**src/rtl/if_fetch_unit_pkg.sv**
```systemverilog
// if_fetch_unit_pkg: shared fetch-stage types and constants.
package if_fetch_unit_pkg;
    localparam logic [31:0] PC_INC    = 32'd4;
    localparam logic [31:0] NOP_INSTR = 32'h0000_0000;

    typedef enum logic [1:0] {FETCH, HELD, SQUASH} state_t;

    typedef struct packed {
        logic        valid;
        logic [31:0] instr;
        logic [31:0] pc4;
    } if_id_t;

    function automatic if_id_t bubble_of(input logic [31:0] nop);
        return '{valid: 1'b0, instr: nop, pc4: 32'd0};
    endfunction
endpackage

```
**src/rtl/if_fetch_unit_if.sv**
```systemverilog
// if_fetch_unit_if: PC, instruction-memory, hazard and IF/ID signals of the fetch stage.
interface if_fetch_unit_if;
    logic [31:0] Pc;
    logic [31:0] Next_Pc;
    logic        Pc_Load;
    logic        Imem_Req;
    logic [31:0] Imem_Addr;
    logic        Imem_Ack;
    logic [31:0] Imem_Data;
    logic        Hold;
    logic        Redirect;
    logic [31:0] Redirect_Target;
    logic        IfId_Valid;
    logic [31:0] IfId_Instr;
    logic [31:0] IfId_Pc4;

    modport master (
        input  Pc, Imem_Ack, Imem_Data, Hold, Redirect, Redirect_Target,
        output Next_Pc, Pc_Load, Imem_Req, Imem_Addr, IfId_Valid, IfId_Instr, IfId_Pc4
    );

    modport slave (
        output Pc, Imem_Ack, Imem_Data, Hold, Redirect, Redirect_Target,
        input  Next_Pc, Pc_Load, Imem_Req, Imem_Addr, IfId_Valid, IfId_Instr, IfId_Pc4
    );
endinterface

```
**src/rtl/if_fetch_unit_if_id_reg.sv**
```systemverilog
// if_id_reg: IF/ID pipeline register; bubble beats load, otherwise holds.
module if_id_reg
    import if_fetch_unit_pkg::*;
#(
    parameter logic [31:0] NOP = NOP_INSTR
) (
    input  logic   Clk,
    input  logic   Rst,
    input  logic   load,
    input  logic   bubble,
    input  if_id_t d,
    output if_id_t q
);
    always_ff @(posedge Clk) begin
        if (Rst || bubble)
            q <= bubble_of(NOP);
        else if (load)
            q <= d;
    end
endmodule

```
**src/rtl/if_fetch_unit.sv**
```systemverilog
// if_fetch_unit: fetch control FSM, PC steering, imem handshake and IF/ID register.
module if_fetch_unit #(
    parameter logic [31:0] PC_INC    = if_fetch_unit_pkg::PC_INC,
    parameter logic [31:0] NOP_INSTR = if_fetch_unit_pkg::NOP_INSTR
) (
    input logic           Clk,
    input logic           Rst,
    if_fetch_unit_if.master bus
);
    import if_fetch_unit_pkg::*;

    state_t      state, state_n;
    logic [31:0] pc4, sq_addr, buf_instr, buf_pc4;
    logic        ld, bub, buf_ld, sq_ld;
    if_id_t      d, q;

    assign pc4 = bus.Pc + PC_INC;

    always_ff @(posedge Clk) begin
        if (Rst) begin
            state     <= FETCH;
            buf_instr <= 32'd0;
            buf_pc4   <= 32'd0;
            sq_addr   <= 32'd0;
        end else begin
            state <= state_n;
            if (buf_ld) begin
                buf_instr <= bus.Imem_Data;
                buf_pc4   <= pc4;
            end
            if (sq_ld)
                sq_addr <= bus.Pc;
        end
    end

    always_comb begin
        state_n       = state;
        ld            = 1'b0;
        bub           = 1'b0;
        buf_ld        = 1'b0;
        sq_ld         = 1'b0;
        d             = '{valid: 1'b1, instr: bus.Imem_Data, pc4: pc4};
        bus.Imem_Req  = !Rst && state != HELD;
        bus.Imem_Addr = state == SQUASH ? sq_addr : bus.Pc;
        bus.Pc_Load   = 1'b0;
        bus.Next_Pc   = pc4;
        if (bus.Redirect) begin
            bus.Pc_Load = 1'b1;
            bus.Next_Pc = bus.Redirect_Target;
            bub         = 1'b1;
            // an unacknowledged request must still be drained before refetching
            state_n     = (state != HELD && !bus.Imem_Ack) ? SQUASH : FETCH;
            sq_ld       = state == FETCH && !bus.Imem_Ack;
        end else begin
            case (state)
                FETCH: begin
                    bus.Pc_Load = bus.Imem_Ack;
                    ld          = bus.Imem_Ack && !bus.Hold;
                    buf_ld      = bus.Imem_Ack && bus.Hold;
                    bub         = !bus.Imem_Ack && !bus.Hold;
                    state_n     = (bus.Imem_Ack && bus.Hold) ? HELD : FETCH;
                end
                HELD: begin
                    ld      = !bus.Hold;
                    d       = '{valid: 1'b1, instr: buf_instr, pc4: buf_pc4};
                    state_n = bus.Hold ? HELD : FETCH;
                end
                default: begin
                    bub     = !bus.Hold;
                    state_n = bus.Imem_Ack ? FETCH : SQUASH;
                end
            endcase
        end
        if (Rst)
            bus.Pc_Load = 1'b0;
    end

    if_id_reg #(.NOP(NOP_INSTR)) u_if_id (
        .Clk    (Clk),
        .Rst    (Rst),
        .load   (ld),
        .bubble (bub),
        .d      (d),
        .q      (q)
    );

    assign bus.IfId_Valid = q.valid;
    assign bus.IfId_Instr = q.instr;
    assign bus.IfId_Pc4   = q.pc4;
endmodule

```
**src/flat_wrapper.sv**
```systemverilog
// flat-port wrapper written by rule: the top's interface ports become plain ports
module if_fetch_unit_flat import if_fetch_unit_pkg::*;
#(
    parameter logic [31:0] PC_INC    = if_fetch_unit_pkg::PC_INC,
    parameter logic [31:0] NOP_INSTR = if_fetch_unit_pkg::NOP_INSTR
)
  (Clk, Rst, bus_Pc, bus_Imem_Ack, bus_Imem_Data, bus_Hold, bus_Redirect, bus_Redirect_Target, bus_Next_Pc, bus_Pc_Load, bus_Imem_Req, bus_Imem_Addr, bus_IfId_Valid, bus_IfId_Instr, bus_IfId_Pc4);
  if_fetch_unit_if bus_i ();
  input logic Clk;
  input logic Rst;
  input wire logic [$bits(bus_i.Pc)-1:0] bus_Pc;
  input wire logic [$bits(bus_i.Imem_Ack)-1:0] bus_Imem_Ack;
  input wire logic [$bits(bus_i.Imem_Data)-1:0] bus_Imem_Data;
  input wire logic [$bits(bus_i.Hold)-1:0] bus_Hold;
  input wire logic [$bits(bus_i.Redirect)-1:0] bus_Redirect;
  input wire logic [$bits(bus_i.Redirect_Target)-1:0] bus_Redirect_Target;
  output wire logic [$bits(bus_i.Next_Pc)-1:0] bus_Next_Pc;
  output wire logic [$bits(bus_i.Pc_Load)-1:0] bus_Pc_Load;
  output wire logic [$bits(bus_i.Imem_Req)-1:0] bus_Imem_Req;
  output wire logic [$bits(bus_i.Imem_Addr)-1:0] bus_Imem_Addr;
  output wire logic [$bits(bus_i.IfId_Valid)-1:0] bus_IfId_Valid;
  output wire logic [$bits(bus_i.IfId_Instr)-1:0] bus_IfId_Instr;
  output wire logic [$bits(bus_i.IfId_Pc4)-1:0] bus_IfId_Pc4;
  assign bus_i.Pc = bus_Pc;
  assign bus_i.Imem_Ack = bus_Imem_Ack;
  assign bus_i.Imem_Data = bus_Imem_Data;
  assign bus_i.Hold = bus_Hold;
  assign bus_i.Redirect = bus_Redirect;
  assign bus_i.Redirect_Target = bus_Redirect_Target;
  assign bus_Next_Pc = bus_i.Next_Pc;
  assign bus_Pc_Load = bus_i.Pc_Load;
  assign bus_Imem_Req = bus_i.Imem_Req;
  assign bus_Imem_Addr = bus_i.Imem_Addr;
  assign bus_IfId_Valid = bus_i.IfId_Valid;
  assign bus_IfId_Instr = bus_i.IfId_Instr;
  assign bus_IfId_Pc4 = bus_i.IfId_Pc4;
  if_fetch_unit #(.PC_INC(PC_INC), .NOP_INSTR(NOP_INSTR)) u_core (.Clk(Clk), .Rst(Rst), .bus(bus_i));
endmodule
```
**config.mk**
```make
export PLATFORM = sky130hd
export DESIGN_NAME = if_fetch_unit_flat
export DESIGN_NICKNAME = d
export VERILOG_FILES = /design/src/rtl/if_fetch_unit_pkg.sv /design/src/rtl/if_fetch_unit_if.sv /design/src/rtl/if_fetch_unit_if_id_reg.sv /design/src/rtl/if_fetch_unit.sv /design/src/flat_wrapper.sv
export SDC_FILE = /design/constraint.sdc
export NUM_CORES = 1
export LEC_CHECK = 0
export ABC_AREA = 1
export BUFFER_PORTS_ARGS = -buffer_cell sky130_fd_sc_hd__buf_2
export CORE_MARGIN = 3
export CORE_UTILIZATION = 47
export DETAILED_ROUTE_END_ITERATION = 16
export PLACE_DENSITY = 0.77
export SLEW_MARGIN = 5
export SYNTH_ARGS = -nofsm -noshare
export SYNTH_HDL_FRONTEND = slang
export SYNTH_SLANG_ARGS = --single-unit
```
**constraint.sdc**
```tcl
create_clock -name Clk -period 1.35 [get_ports Clk]
set_input_delay 0.135 -clock Clk [delete_from_list [all_inputs] [get_ports Clk]]
set_output_delay 0.135 -clock Clk [all_outputs]
set_load 0.1 [all_outputs]
```
==> summary.md, run 1 <==
| Metric | Value |
|---|---|
| Outcome | `did not finish` |
| Stop stage | `4_1_cts` |
| Err | `[ERROR DPL-0033] detailed placement checks failed during check placement.` |
| Rows | `46` |
| Hpwl dp | `19710 um` |
| Post_cts resized | `297` |
| # clock sinks | `163` |
| IO buf count | `231` |
| Routability Congestion | `0.9236` |
| Number of I/O pins | `232` |
| Placed cell count | `1661` |
| Syn Nets | `1254` |
| Avg Synthesized Cell Area | `6.768 sq um` |
| Chip Height | `134.8 um` |
| CTS Buf Count | `17` |
| Hold Buf Count CTS | `32` |
| Starting Density | `48.55%` |
| Max H-tree Level | `4` |
| #FFs+latches synth | `163` |
| Post-Syn Area | `7796 sq um` |
| Seq/Total Area, Yosys | `41.86%` |
| Clk buf depth | `2` |
| Syn. warnings | `0` |
| Setup Fix Bufs, Post-CTS | `75` |
| Chip width | `134.8 um` |
| CTS root buffer | `clkbuf_16` |
| Mapped Cells | `1152` |
| Unique masters post-synth | `31` |
cells by family after synthesis:
family | Yosys count | share of synthesized area [%]
adder cells (fa/ha/maj) | 1 | 0.1605
XOR/XNOR | 7 | 0.7864
flip-flops | 163 | 41.86
AND/OR/NAND/NOR | 450 | 23.67
AO/OA/AOI/OAI | 355 | 24.47
buffers and inverters | 176 | 9.051
per-stage QoR:
| stage | setup slack, ns | instance area (sq um) | utilization (%) | hold WS [ns] | TNS, ns |
|---|---|---|---|---|---|
| floorplan | -0.2660 | 9260 | - | 0.2035 | -23.25 |
| global placement | -0.3193 | 12260 | 76.32 | 0.3747 | -27.22 |
| detailed placement | -0.3280 | 12260 | 76.32 | 0.3800 | -32.58 |
cells in the mapped netlist, drive strengths merged:
cell,n,area (sq um)
dfxtp,163,3263
xnor2,4,35.03
or2,11,68.82
nor2,141,544.3
and2,4,25.02
a31oi,53,331.6
xor2,3,26.28
nor4,2,12.51
o211ai,14,105.1
a21o,1,7.510
o21bai,1,7.510
nand3b,6,45.04
nor3,2,32.53
nand2,245,919.6
nand4,2,12.51
buf,27,145.1
clkinv,1,3.750
o22ai,7,43.79
clkbuf,47,177.7
nand3,37,185.2
inv,101,379.1
a21oi,76,384.1
o21a,5,37.54
o21ai,198,991.0
ha,1,12.51
==> run 2: changes to the inputs <==
Settings changed: CORE_UTILIZATION 47 to 40, PLACE_DENSITY 0.77 to unset, PLACE_DENSITY_LB_ADDON set to 0.15.
Clock period 1.35 ns to 1.8 ns, I/O delays scaled along.
==> run 2 against run 1 <==
Net effect:
- the flow now finishes, with violations (setup timing)
- synthesized area is the same
- synthesized cell count is the same
==> summary.md, run 2 <==
| Metric | Value |
|---|---|
| GRT Total Usage | `24.36%` |
| Iteration-0 DRC Markers | `557` |
| Seq/Total Area, Yosys | `41.86% (unchanged)` |
| Crit-path max FO | `3` |
| Asr flop ratio synth | `0% (unchanged)` |
| R2r setup slk | `0.12 ns` |
| Unique masters post-synth | `31 (unchanged)` |
| Post-Synth Adder-Cell Area | `0.1605% (unchanged)` |
| Slowest cell on crit path | `ha_2` |
| Final setup fails | `2` |
| Max H-tree Level | `4 (unchanged)` |
| RSZ-0062 raised after global routing | `true` |
| Avg Synthesized Cell Area | `6.768 sq um (unchanged)` |
| Critical path depth | `10` |
| CP Capture Type | `output pin` |
| Hpwl dp | `18910 um (-4.1%)` |
| Mapped Cells | `1152 (unchanged)` |
| Hold Path Stages | `3` |
| Commonest cells after routing, fill and taps aside | `nand2_1, buf_2, dfxtp_1` |
| Worst-path cell chain | `buf_2 -> ha_2 -> nand2_1 -> nor2_2 -> buf_4 -> nand3b_1 -> nor2_1 -> nand2_2 -> a31oi_4 -> buf_12` |
| P_sw | `3.530 mW` |
| CTS root buffer | `clkbuf_16` |
| DRT antenna net count | `0` |
| Post-synthesis mux area share | `0% (unchanged)` |
| CTS Buf Count | `17 (unchanged)` |
| Gr busiest metal | `met2` |
| Synth Area in Compound Gates | `24.47% (unchanged)` |
| Share of cells above drive strength 1 | `31.81%` |
| Routed len/inst | `15.88 um` |
| DRC | `0` |
| Final worst setup slack | `-0.07057 ns` |
| Worst-margin pin slew | `0.5189 ns` |
| Routability Congestion | `0.9057 (-1.9%)` |
| Chip width | `145.6 um (+8.0%)` |
| Number of I/O pins | `232 (unchanged)` |
| Post-Route WL | `27010 um` |
| Clk_lat worst skew | `0.42 ns` |
| Placed cell count | `1639 (-1.3%)` |
| Startpoint types | `input pin` |
| M3 GR Usage | `5.450%` |
| EDFF count, synth | `0 (unchanged)` |
| R2R Path Start | `u_core.state[1]` |
| Final Core Density | `65.64%` |
| CP Data Arrival Time | `1.69 ns` |
| Met2 usage | `41.48%` |
| Met1 usage in global routing | `31.00%` |
| Placed cell area | `11220 sq um (-8.5%)` |
| Post-Synth XOR/XNOR Area | `0.7864% (unchanged)` |
| Fin. Hold Viols | `0` |
| Final Hold Slack | `0.005125 ns` |
| Clk_skew | `0.007888 ns` |
| Biggest register | `u_core.u_if_id.q` |
| Main combinational cell family by area after synthesis | `compound AO/OA/AOI/OAI gates` |
| Core area | `18960 sq um` |
| Failing checks | `setup timing` |
| Flop pwr share | `36.4%` |
| Clk buf depth | `2 (unchanged)` |
| Post-Layout Cell Count | `1701` |
| Cell area after layout | `12440 sq um` |
| #FFs+latches synth | `163 (unchanged)` |
| Area grow syn2layout | `59.61%` |
| First-pass GRT wire length | `42500 um` |
| Sw Share | `33.63%` |
| Total Nets Final | `1531` |
| Pre-antenna DRT Iters | `5` |
| TritonCTS clock tree | `done` |
| Leak Pwr | `5.631 nW` |
| Rows | `50 (+8.7%)` |
| Total gr overflow | `0` |
| Dpl ws | `-0.08674 ns (+0.2412 ns)` |
| Hold Path Origin | `bus_Imem_Data[13]` |
| Final Slew Violations | `0` |
| Highest clock rate | `534.6 MHz` |
| Area leader, netlist | `dfxtp_1` |
| Most frequent cells after synthesis | `nand2_1, o21ai_0, dfxtp_1` |
| CP max stage delay | `0.21 ns` |
| Syn Nets | `1254 (unchanged)` |
| Cell family with the largest share of critical-path delay | `simple AND/OR/NAND/NOR gates` |
| Buffers and inverters on the worst path | `3` |
| Die area | `21200 sq um` |
| Worst R2R End | `u_core.u_if_id.q[53]` |
| P_int | `6.968 mW` |
| Synth top area cells | `dfxtp_1, o21ai_0, nand2_1, nor2_1, a21oi_1` |
| WP data required | `1.62 ns` |
| # clock sinks | `163 (unchanged)` |
| Top-count cell post-synth | `nand2_1` |
| Hold EP | `u_core.buf_instr[13]` |
| R2r worst-path depth | `7` |
| Simple-gate portion of the synthesized area | `23.67% (unchanged)` |
| PwrDens | `843.7 nW/um^2` |
| Vias | `8641` |
| Vias in the first global route | `8250` |
| Clk network pwr share | `35.6%` |
| Vias per cell | `5.080` |
| Peak supply drop | `0.6756 mV` |
| Initial antenna violation count | `1` |
| Hold Path Class | `in2reg` |
| Slew HR | `65.64%` |
| Critical path class | `in2out` |
| Largest net degree at the start of global routing | `65` |
| Setup TNS | `-0.07384 ns` |
| Commonest non-fill, non-tap cell in the layout | `nand2_1` |
| Final Total Pwr | `10.50 mW` |
| Final worst path period need | `1.871 ns` |
| Chip Height | `145.6 um (+8.0%)` |
| Clock-pin slew on the worst setup and hold paths | `0.06 ns` |
| IO buf count | `231 (unchanged)` |
| Crit share post-route | `103.9%` |
| Max reg flops | `65` |
| Starting Density | `41.13% (-7.4 points)` |
| Comb pwr share | `28.0%` |
| Post-Syn Area | `7796 sq um (unchanged)` |
| Yosys top cell area share | `41.86% (unchanged)` |
| Ys flop type | `dfxtp_1` |
| Outcome | `finished, violations left` |
| Max-Cap Viols | `0` |
| Syn. warnings | `0 (unchanged)` |
==> run 2: kinds of logic (layout without fill, tap and decap cells) <==
group	after synthesis	after routing
AO/OA/AOI/OAI	355	355
XOR/XNOR	7	7
adder cells (fa/ha/maj)	1	1
buffers and inverters	176	463
flip-flops	163	163
other	0	1
AND/OR/NAND/NOR	450	451
==> run 2: cell type report <==
| cell class | instances | area (sq um) |
|---|---|---|
| fillers | 1612 | 6513 |
| inverters | 102 | 392.9 |
| well taps | 260 | 325.3 |
| clock inverters | 11 | 152.6 |
| diodes | 1 | 2.502 |
| flip-flops and latches | 163 | 3271 |
| multi-input cells | 814 | 4642 |
| clock buffers | 19 | 442.9 |
| repair buffers | 331 | 3214 |
==> run 2: how the worst max path moves through the flow <==
stage,from,to,slack [ns]
finish,bus_Pc[2],bus_Next_Pc[20],-0.07
global route,bus_Pc[2],bus_Next_Pc[20],-0.11
CTS,bus_Pc[2],bus_Next_Pc[20],0.0006
detailed placement,bus_Pc[2],bus_Next_Pc[22],-0.09
global placement,bus_Pc[2],bus_Next_Pc[22],-0.07
floorplan,bus_Redirect,bus_Next_Pc[27],-0.31
==> run 2: power by group through the flow <==
stage	combinational [mW]	sequential (mW)	clock [mW]
after floorplan	1.64	4.05	0
after global placement	2.80	3.89	0
after detailed placement	2.82	3.89	0
after CTS	2.90	3.82	3.79
after global routing	3.10	3.83	3.95
final	2.94	3.82	3.73
==> run 2: routing by layer <==
metal / vias up / part of all wire, %
met3: 38 / 6.0
met1: 3973 / 44
met5: - / 0
met4: 0 / 2.3
li1: 4377 / -
met2: 253 / 48
==> run 2: worst register-to-register path: cells and delay by family, from the launching register on <==
family | cells | cell delay [ns]
AOI/OAI and AO/OA | 1 | 0.19
buffers and inverters | 3 | 0.72
and+or+nand+nor | 3 | 0.23
DFF | 1 | 0.47
==> run 2: repair_timing <==
action / in CTS / in global routing
endpoints found under the hold margin: 21 / 0
setup buffers: 0 / 2
pin swaps: 1 / 5
gates cloned: 2 / 6
hold buffers: 21 / 0
setup endpoints to repair: 43 / 136
resized for setup: 19 / 39
(Power assumes the default switching activity.)
